### config.mk
export PLATFORM = sky130hd
export DESIGN_NAME = ahb_lite_mem_slave
export DESIGN_NICKNAME = d
export VERILOG_FILES = /design/src/rtl/ahb_lite_mem_slave_pkg.sv /design/src/rtl/ahb_lite_mem_slave_byte_ram.sv /design/src/rtl/ahb_lite_mem_slave.sv
export SDC_FILE = /design/constraint.sdc
export NUM_CORES = 2
export LEC_CHECK = 0
export ABC_AREA = 1
export CORE_MARGIN = 3
export CORE_UTILIZATION = 40
export DETAILED_ROUTE_END_ITERATION = 10
export MAX_ROUTING_LAYER = met4
export PLACE_DENSITY = 0.59
export SETUP_SLACK_MARGIN = 0.02
export SLEW_MARGIN = 20
export SYNTH_ARGS = -nofsm -noshare
export SYNTH_HDL_FRONTEND = slang
export SYNTH_HIERARCHICAL = 1
export SYNTH_SLANG_ARGS = --single-unit
### constraint.sdc
create_clock -name HCLK -period 2.78 [get_ports HCLK]
set_clock_uncertainty 0.05 [all_clocks]
set_input_delay 0.556 -clock HCLK [delete_from_list [all_inputs] [get_ports HCLK]]
set_output_delay 0.556 -clock HCLK [all_outputs]
set_load 0.05 [all_outputs]
### src/rtl/ahb_lite_mem_slave_pkg.sv
// ahb_lite_mem_slave_pkg
// Shared definitions for the AHB-Lite memory responder:
//   Trans_t      - HTRANS encodings (IDLE / BUSY / NONSEQ / SEQ)
//   Response_t   - HRESP encodings (OKAY / ERROR)
//   Slv_state_t  - responder data-phase state machine
//   SZ_*         - HSIZE encodings supported by the memory
//   isLegalXfer  - size/alignment legality of an address phase
//   laneMask     - byte lanes touched by a legal transfer
package ahb_lite_mem_slave_pkg;

    typedef enum logic [1:0] {
        IDLE   = 2'b00,
        BUSY   = 2'b01,
        NONSEQ = 2'b10,
        SEQ    = 2'b11
    } Trans_t;

    typedef enum logic {
        OKAY  = 1'b0,
        ERROR = 1'b1
    } Response_t;

    typedef enum logic [2:0] {
        S_IDLE,
        S_WAIT,
        S_ACCESS,
        S_ERR1,
        S_ERR2
    } Slv_state_t;

    localparam logic [2:0] SZ_BYTE = 3'd0;
    localparam logic [2:0] SZ_HALF = 3'd1;
    localparam logic [2:0] SZ_WORD = 3'd2;

    // A transfer is legal only for byte/half/word sizes that are naturally
    // aligned; anything wider than a word cannot be served by this memory.
    function automatic logic isLegalXfer(input logic [2:0] size, input logic [1:0] addrLow);
        logic legal;
        case (size)
            SZ_BYTE: legal = 1'b1;
            SZ_HALF: legal = ~addrLow[0];
            SZ_WORD: legal = (addrLow == 2'b00);
            default: legal = 1'b0;
        endcase
        return legal;
    endfunction

    // Little-endian lane selection: byte address a lives on lane a%4.
    function automatic logic [3:0] laneMask(input logic [2:0] size, input logic [1:0] addrLow);
        logic [3:0] mask;
        case (size)
            SZ_BYTE: mask = 4'b0001 << addrLow;
            SZ_HALF: mask = addrLow[1] ? 4'b1100 : 4'b0011;
            SZ_WORD: mask = 4'b1111;
            default: mask = 4'b0000;
        endcase
        return mask;
    endfunction

endpackage

### src/rtl/ahb_lite_mem_slave_byte_ram.sv
// ahb_slave_byte_ram
// Byte-organised storage with a four-lane synchronous write port and a
// combinational 32-bit word read port sharing one word address.
// Contents are never reset.
// Ports:
//   i_clk       clock, writes happen on its rising edge
//   i_laneWe    per-lane write enables, lane k = byte (word*4 + k)
//   i_wordAddr  word index (byte address with bits [1:0] dropped)
//   i_wdata     write data, lane k on bits [8k +: 8]
//   o_rdata     {mem[A+3], mem[A+2], mem[A+1], mem[A]} for word A
module ahb_slave_byte_ram #(
    parameter int ADDRWIDTH = 8,
    parameter int DATAWIDTH = 8
) (
    input  logic                       i_clk,
    input  logic [3:0]                 i_laneWe,
    input  logic [ADDRWIDTH-3:0]       i_wordAddr,
    input  logic [4*DATAWIDTH-1:0]     i_wdata,
    output logic [4*DATAWIDTH-1:0]     o_rdata
);

    logic [DATAWIDTH-1:0] r_mem [0:(1 << ADDRWIDTH)-1];

    // Each enabled lane stores its own byte of the write bus; lanes that are
    // not enabled keep their previous contents.
    always_ff @(posedge i_clk) begin
        for (int lane = 0; lane < 4; lane++) begin
            if (i_laneWe[lane]) begin
                r_mem[{i_wordAddr, 2'(lane)}] <= i_wdata[DATAWIDTH*lane +: DATAWIDTH];
            end
        end
    end

    assign o_rdata = {r_mem[{i_wordAddr, 2'd3}], r_mem[{i_wordAddr, 2'd2}],
                      r_mem[{i_wordAddr, 2'd1}], r_mem[{i_wordAddr, 2'd0}]};

endmodule

### src/rtl/ahb_lite_mem_slave.sv
// ahb_lite_mem_slave
// AHB-Lite responder backed by a byte-addressable memory of
// 2**SLAVE_ADDRWIDTH bytes on a 32-bit bus. Illegal sizes and misaligned
// addresses get the two-cycle ERROR response and never touch memory.
// Optional feature macro: AHB_SLV_WAIT_EN -- when defined, every legal
// transfer is stretched by WAIT_CYCLES cycles of HREADYOUT=0 before its
// ACCESS cycle; when undefined all OKAY transfers are zero-wait.
// Ports:
//   HCLK, HRESET           clock and synchronous active-high reset
//   HSEL, HREADY           decoder select and bus-level ready
//   HADDR, HWRITE, HSIZE   address-phase control (HBURST is ignored)
//   HBURST, HTRANS         burst type (unused) and transfer type
//   HWDATA                 write data, data phase
//   HRDATA                 read data, non-zero only in ACCESS
//   HREADYOUT, HRESP       responder ready and OKAY/ERROR response
module ahb_lite_mem_slave
    import ahb_lite_mem_slave_pkg::*;
#(
    parameter int DATAWIDTH       = 32,
    parameter int ADDRWIDTH       = 32,
    parameter int SLAVE_ADDRWIDTH = 8,
    parameter int SLAVE_DATAWIDTH = 8,
    parameter int WAIT_CYCLES     = 2
) (
    input  logic                 HCLK,
    input  logic                 HRESET,
    input  logic                 HSEL,
    input  logic [ADDRWIDTH-1:0] HADDR,
    input  logic                 HWRITE,
    input  logic [2:0]           HSIZE,
    input  logic [2:0]           HBURST,
    input  logic [1:0]           HTRANS,
    input  logic                 HREADY,
    input  logic [DATAWIDTH-1:0] HWDATA,
    output logic [DATAWIDTH-1:0] HRDATA,
    output logic                 HREADYOUT,
    output logic                 HRESP
);

    Slv_state_t                 r_state;
    Slv_state_t                 w_nextState;
    Slv_state_t                 w_okState;
    logic [SLAVE_ADDRWIDTH-1:0] r_addr;
    logic                       r_write;
    logic [2:0]                 r_size;
    logic                       w_transActive;
    logic                       w_canAccept;
    logic                       w_accept;
    logic                       w_legal;
    logic [3:0]                 w_laneWe;
    logic [DATAWIDTH-1:0]       w_ramRdata;
    logic                       w_unused;

    // Burst type and the address bits above the memory window play no part;
    // this sink keeps them visibly consumed.
    assign w_unused = ^{HBURST, HADDR[ADDRWIDTH-1:SLAVE_ADDRWIDTH], 1'(WAIT_CYCLES)};

    // Only states that drive HREADYOUT=1 can end a data phase, so only they
    // may take a new address phase even if HREADY is misdriven.
    assign w_transActive = (HTRANS == NONSEQ) || (HTRANS == SEQ);
    assign w_canAccept   = (r_state == S_IDLE) || (r_state == S_ACCESS) || (r_state == S_ERR2);
    assign w_accept      = HSEL && HREADY && w_transActive && w_canAccept;
    assign w_legal       = isLegalXfer(HSIZE, HADDR[1:0]);

`ifdef AHB_SLV_WAIT_EN
    localparam int WCW = (WAIT_CYCLES > 1) ? $clog2(WAIT_CYCLES + 1) : 1;

    logic [WCW-1:0] r_waitCount;

    assign w_okState = (WAIT_CYCLES > 0) ? S_WAIT : S_ACCESS;

    // The counter is loaded with WAIT_CYCLES-1 on acceptance so that the WAIT
    // state lasts exactly WAIT_CYCLES cycles, leaving on the cycle it reads 0.
    always_ff @(posedge HCLK) begin
        if (HRESET) begin
            r_waitCount <= '0;
        end else if (w_accept && w_legal) begin
            r_waitCount <= WCW'((WAIT_CYCLES > 0) ? (WAIT_CYCLES - 1) : 0);
        end else if ((r_state == S_WAIT) && (r_waitCount != '0)) begin
            r_waitCount <= r_waitCount - WCW'(1);
        end
    end
`else
    assign w_okState = S_ACCESS;
`endif

    // State register plus the captured address phase. The captured fields
    // only change on acceptance so they stay stable through wait and error
    // cycles of the transfer being served.
    always_ff @(posedge HCLK) begin
        if (HRESET) begin
            r_state <= S_IDLE;
            r_addr  <= '0;
            r_write <= 1'b0;
            r_size  <= SZ_BYTE;
        end else begin
            r_state <= w_nextState;
            if (w_accept) begin
                r_addr  <= HADDR[SLAVE_ADDRWIDTH-1:0];
                r_write <= HWRITE;
                r_size  <= HSIZE;
            end
        end
    end

    // Next-state logic. IDLE, ACCESS and ERR2 all end a data phase with
    // HREADYOUT=1, so they share the same acceptance behaviour.
    always_comb begin
        w_nextState = r_state;
        case (r_state)
            S_IDLE, S_ACCESS, S_ERR2: begin
                if (w_accept) begin
                    w_nextState = w_legal ? w_okState : S_ERR1;
                end else begin
                    w_nextState = S_IDLE;
                end
            end
`ifdef AHB_SLV_WAIT_EN
            S_WAIT: begin
                if (r_waitCount == '0) begin
                    w_nextState = S_ACCESS;
                end
            end
`endif
            S_ERR1:  w_nextState = S_ERR2;
            default: w_nextState = S_IDLE;
        endcase
    end

    // Output decode. A write commits on the edge that closes ACCESS; holding
    // the lane enables off during reset drops a write caught by reset.
    always_comb begin
        HREADYOUT = 1'b1;
        HRESP     = OKAY;
        HRDATA    = '0;
        w_laneWe  = 4'b0000;
        case (r_state)
            S_ACCESS: begin
                HRDATA = w_ramRdata;
                if (r_write && !HRESET) begin
                    w_laneWe = laneMask(r_size, r_addr[1:0]);
                end
            end
            S_ERR1: begin
                HREADYOUT = 1'b0;
                HRESP     = ERROR;
            end
            S_ERR2: begin
                HRESP = ERROR;
            end
`ifdef AHB_SLV_WAIT_EN
            S_WAIT: begin
                HREADYOUT = 1'b0;
            end
`endif
            default: begin
                HREADYOUT = 1'b1;
            end
        endcase
    end

    ahb_slave_byte_ram #(
        .ADDRWIDTH (SLAVE_ADDRWIDTH),
        .DATAWIDTH (SLAVE_DATAWIDTH)
    ) u_ram (
        .i_clk      (HCLK),
        .i_laneWe   (w_laneWe),
        .i_wordAddr (r_addr[SLAVE_ADDRWIDTH-1:2]),
        .i_wdata    (HWDATA),
        .o_rdata    (w_ramRdata)
    );

endmodule

; ---- After elaboration in Yosys (flattened, before gate mapping)
; Memory sizes are Yosys's and may differ from the RTL's. A register that Yosys moved wholly into a read port is not among the register bits.
; Cells that the tools add are included.
; Widths: inputs -> output; s select.
[op_classes]
eq_ne = 9
shifts = 1
mux = 27
bitwise = 1
n_reduce_logical = 14
[op_table]
columns = operator, count
row1 = $mux 8, 8
row2 = $mux 32, 1
row3 = $eq 3x2->1 const B, 4
row4 = $mux 4, 3
row5 = $pmux 4 s3, 1
row6 = $mux 1, 11
row7 = $logic_not 3->1, 3
row8 = $eq 3x1->1 const B, 2
row9 = $pmux 3 s2, 1
row10 = $eq 2x2->1 const B, 2
row11 = $logic_and 1x1->1, 4
row12 = $shl 1x2->4 const A, 1
row13 = $eq 3x3->1 const B, 1
row14 = $logic_or 1x1->1, 3
row15 = $pmux 1 s3, 1
row16 = $reduce_or 3->1, 1
row17 = $logic_not 2->1, 1
row18 = $mux 2, 1
row19 = $reduce_or 2->1, 1
row20 = $logic_not 1->1, 1
row21 = $not 1->1, 1
[word_totals]
register_bits = 15
ram_bits = 2048
inputBits = 77
output_inout_bits = 34
wordCells = 57
mem_count = 1
[memory_table]
columns = memory, depth, width, rd, rd_ports_with_merged_regs, wr, line_no
row1 = u_ram.r_mem, 256, 8, 4, 4, 4, ahb_lite_mem_slave_byte_ram.sv:22  ; logic [DATAWIDTH-1:0] r_mem [0:(1 << ADDRWIDTH)-1];

; ---- Longest topological paths before layout
[logic_depth]
ltp_word = 6
ltp_mapped = 17
ltp_nobuf = 13

; ---- By module
; The synthesis kept the hierarchy.
[modules_own_cells]
columns = module, n_inst, cells_each, area_per_inst_um2, seq_area_each_um2
row1 = ahb_slave_byte_ram, 1, 8691, 87064.8, 61499.0
row2 = ahb_lite_mem_slave, 1, 190, 1073.5, 300.3

; ---- Least setup slack after synthesis
; Ideal clock, no wire load.
[synth_timing]
kind = flip-flop to output port
start = reg r_addr[2] (netlist name)
end = out HRDATA[16]
arrival_time_ns = 2.070
required_time_ns = 2.174
setup_slack_ns = 0.104
stages_incl_launch_ff = 16
path_buffers = 3
cell_sequence = dfxtp_1 buf_4 buf_2 clkbuf_1 nand2_1 nand2_1 nand2_1 nand2_1 nand2_1 nand2_1 nand2_1 nand2_1 nor2_1 nand2_1 inv_1 nor2_1
[synth_lines]
columns = element, line_no
row1 = end: declaration, ahb_lite_mem_slave.sv:35  ; output logic [DATAWIDTH-1:0] HRDATA,

==> results.cfg <==
[timing]
rsz0062_at_grt = true
fin_crit_ns = 3.83
setup_violations = 56
fmax_mhz = 261
min_period_over_period_pct = 138
relSlewSlack_pct = 39.7
max_slew.worst_pin.slew_ns = 0.905
finalHoldViolations = 0
drv_slew = 0
worst_slack_ns = -1.05
holdWs_ns = 0.172

[clock_tree]
cts_tree = yes
cts_max_path_buffers = 3
postCtsHoldBufs = 0
ctsHtreeMaxLevel = 4
cts_root_buf = clkbuf_16
path_clk_slew_ns = 0.06
cts-buffers-inserted = 213
clkLatencyLatePin_ns = 0.85
cts_sinks = 2063

[route]
met3_length_um = 19100
drt-total-wl_um = 261000
wl_met1_um = 108000
drc = 0
dr.pass1.iters = 6
vias = 63400
top_layer = met4
vias_per_cell = 5.01
dr_wl_met2_um = 123000
wl_per_cell_um = 20.6
antenna_left = 0
drtIter0Drc = 6185

[setup_path]
cpPeakStageDelay_ns = 0.36
cp_common_cell = nand2_1
cp_slowest_cell = dfxtp_4
cp_top_family = buffers and inverters
critical_path_arrival_ns = 3.23
crit_chain = buf_12 -> buf_8 -> clkinv_16 -> buf_4 -> clkbuf_16 -> nand2_1 -> nand2_1 -> nand2_1 -> nand2_1 -> nand2_1 -> nand2_1 -> nand2_1 -> nand2_2 -> nor2_4 -> nand2_2 -> inv_2 -> nor2_2 -> buf_6 -> buf_12
critical_path.startpoint_type = flop
end_kind = primary output
cp.required_ns = 2.17
crit_fanout = 15
cp.buffers_inverters = 8
crit_type = flop to primary output

[yosys]
yosys.area_share.simple_pct = 26.8
yosys.area_share.adder_pct = 0
seq_area_frac_synth_pct = 70.1
ys_warn_count = 6
synth-compound-area-share_pct = 0.180
yosys.cell_types.count = 25
synth_xor_area_share_pct = 0
syn-instance-count = 8881
synth_area_per_cell_um2 = 9.92
syn_nets = 8958
ys_seq_elements = 2063
synth_area_um2 = 88100
synth_top_family_by_area = simple AND/OR/NAND/NOR gates
muxShareOfSynthArea_pct = 0

[run_status]
violations = negative setup slack
status = finished, violations left

[floorplan]
fp-row-count = 171
floorplan.initialDensity_pct = 40.4
coreArea_um2 = 218000
die_w_um = 475
die_y_um = 475
die-area_um2 = 226000
io_pins = 111

[grt]
grt_max_degree = 78
grt_pass1_wl_um = 384000
overflow = 0
antenna_found_initial = 17
grt_usage_pct = 23.4
grt_pass1_vias = 60700

[min_path]
hold_class = input port to flop

[placement]
routabilityCongestion = 0.898
dp_hpwl_um = 165000
pre_cts_ws_ns = -0.462
port_buffers = 82

[pwr]
powerDensity_nw_per_um2 = 620
p_leak_nw = 45.3
ir_worst_vdd_mv = 0.601

[layout]
nets = 9685
fill_cells = 19300
area_growth_pct = 23.0
final_layout_size_suffix_gt1_share_pct = 16.2

[run]
cap_viol_max_count = 0
metrics by stage:
| stage | cells | TNS (ns) | area (um2) | util, % | power, mW |
|---|---|---|---|---|---|
| detailed placement | 12100 | -21.54 | 98200 | 45.1 | 39.3 |
| global route | 12600 | -36.54 | 108000 | 49.7 | 69.5 |
| global placement | 12100 | -20.26 | 98200 | 45.1 | 39.3 |
| finish | 12700 | -31.87 | 108000 | 49.7 | 67.3 |
| CTS | 12600 | -32.41 | 108000 | 49.3 | 67.6 |
| floorplan | 8881 | 0 | 88100 | - | 37.1 |
path summary, 6_finish.rpt:
kind / from / endpoint / slack (ns) / cells after the start
worst max-delay path: r_addr[2] / HRDATA[12] / -1.05 / 19
worst min-delay path: HWDATA[29] / u_ram/r_mem[59][29] / 0.17 / 1
worst max register to register: r_addr[3] / u_ram/r_mem[31][6] / -0.08 / 10
worst min register to register: r_write / r_write / 0.42 / 2
layout by cell type, fill, tap and decap left out, types with 4 or more instances in the layout:
cell type | Yosys | routed
nand2_1 | 5816 | 5638
edfxtp_1 | 2048 | 2048
buf_4 | 36 | 623
nor2_1 | 380 | 288
clkbuf_16 | 0 | 229
buf_12 | 0 | 175
nand2_2 | 0 | 160
nor2_2 | 13 | 61
clkinv_1 | 0 | 58
buf_16 | 0 | 51
inv_1 | 69 | 46
nor2_4 | 0 | 44
clkinv_2 | 0 | 40
clkbuf_1 | 128 | 38
buf_6 | 14 | 37
buf_2 | 255 | 32
inv_2 | 5 | 24
nand3_1 | 21 | 19
bufinv_16 | 0 | 19
nand2_4 | 0 | 18
buf_8 | 0 | 17
clkdlybuf4s50_1 | 0 | 16
a21oi_1 | 13 | 13
dfxtp_1 | 15 | 12
diode_2 | 0 | 9
nor3_2 | 0 | 8
nand3b_1 | 7 | 7
inv_6 | 0 | 7
clkinvlp_4 | 0 | 6
clkinv_8 | 0 | 5
o211ai_1 | 5 | 5
o21ai_0 | 5 | 4
inv_16 | 0 | 4
inv_8 | 0 | 4
cell families after synthesis:
logic type / after synthesis
buffers and inverters: 536
AOI/OAI and AO/OA: 27
and+or+nand+nor: 6255
DFF: 2063
cells in the mapped netlist, drive strengths merged:
master	count	area share, %
nand2	5816	25
edfxtp	2048	70
nor2	393	1.7
buf	332	2.0
clkbuf	128	0.55
inv	76	0.33
nand3	21	0.12
dfxtp	15	0.34
a21oi	14	0.092
nand3b	8	0.072
nor3	8	0.045
o21ai	8	0.045
or2	6	0.043
o211ai	5	0.043
nand4	3	0.021
sequential cells by signal, summed over array words and instances (netlist names):
signal and count:
r_state 3, r_size 3, r_addr 8, u_ram/r_mem 2048, r_write 1
per-layer routing:
| layer | track usage, % | vias to the layer above |
|---|---|---|
| li1 | - | 30100 |
| met1 | 30.6 | 30600 |
| met2 | 37.4 | 2249 |
| met3 | 3.35 | 444 |
| met4 | 8.24 | 0 |
| met5 | - | - |
cell type report:
cell class	count	area (um2)	area share (%)
well taps	2854	3570	3.29
repair inverters	3	66.3	0.0612
diodes	9	22.5	0.0208
clock inverters	140	1220	1.13
clock buffers	254	5550	5.12
multi-input cells	6282	24800	22.9
repair buffers	969	11000	10.2
inverters	76	353	0.325
flip-flops and latches	2063	61800	57.0
timing repair:
action	CTS	global route
setup buffers	44	16
pin swaps	105	65
setup endpoints to repair	273	225
gates cloned	35	13
resized for setup	382	148
power breakdown:
| part | internal (mW) | total (mW) | switching, mW |
|---|---|---|---|
| combinational | 1.76 | 5.15 | 3.39 |
| sequential | 34.2 | 34.2 | 0.0152 |
| clock | 15.9 | 27.9 | 12.0 |
No activity file was read; power rests on OpenSTA's default activity.
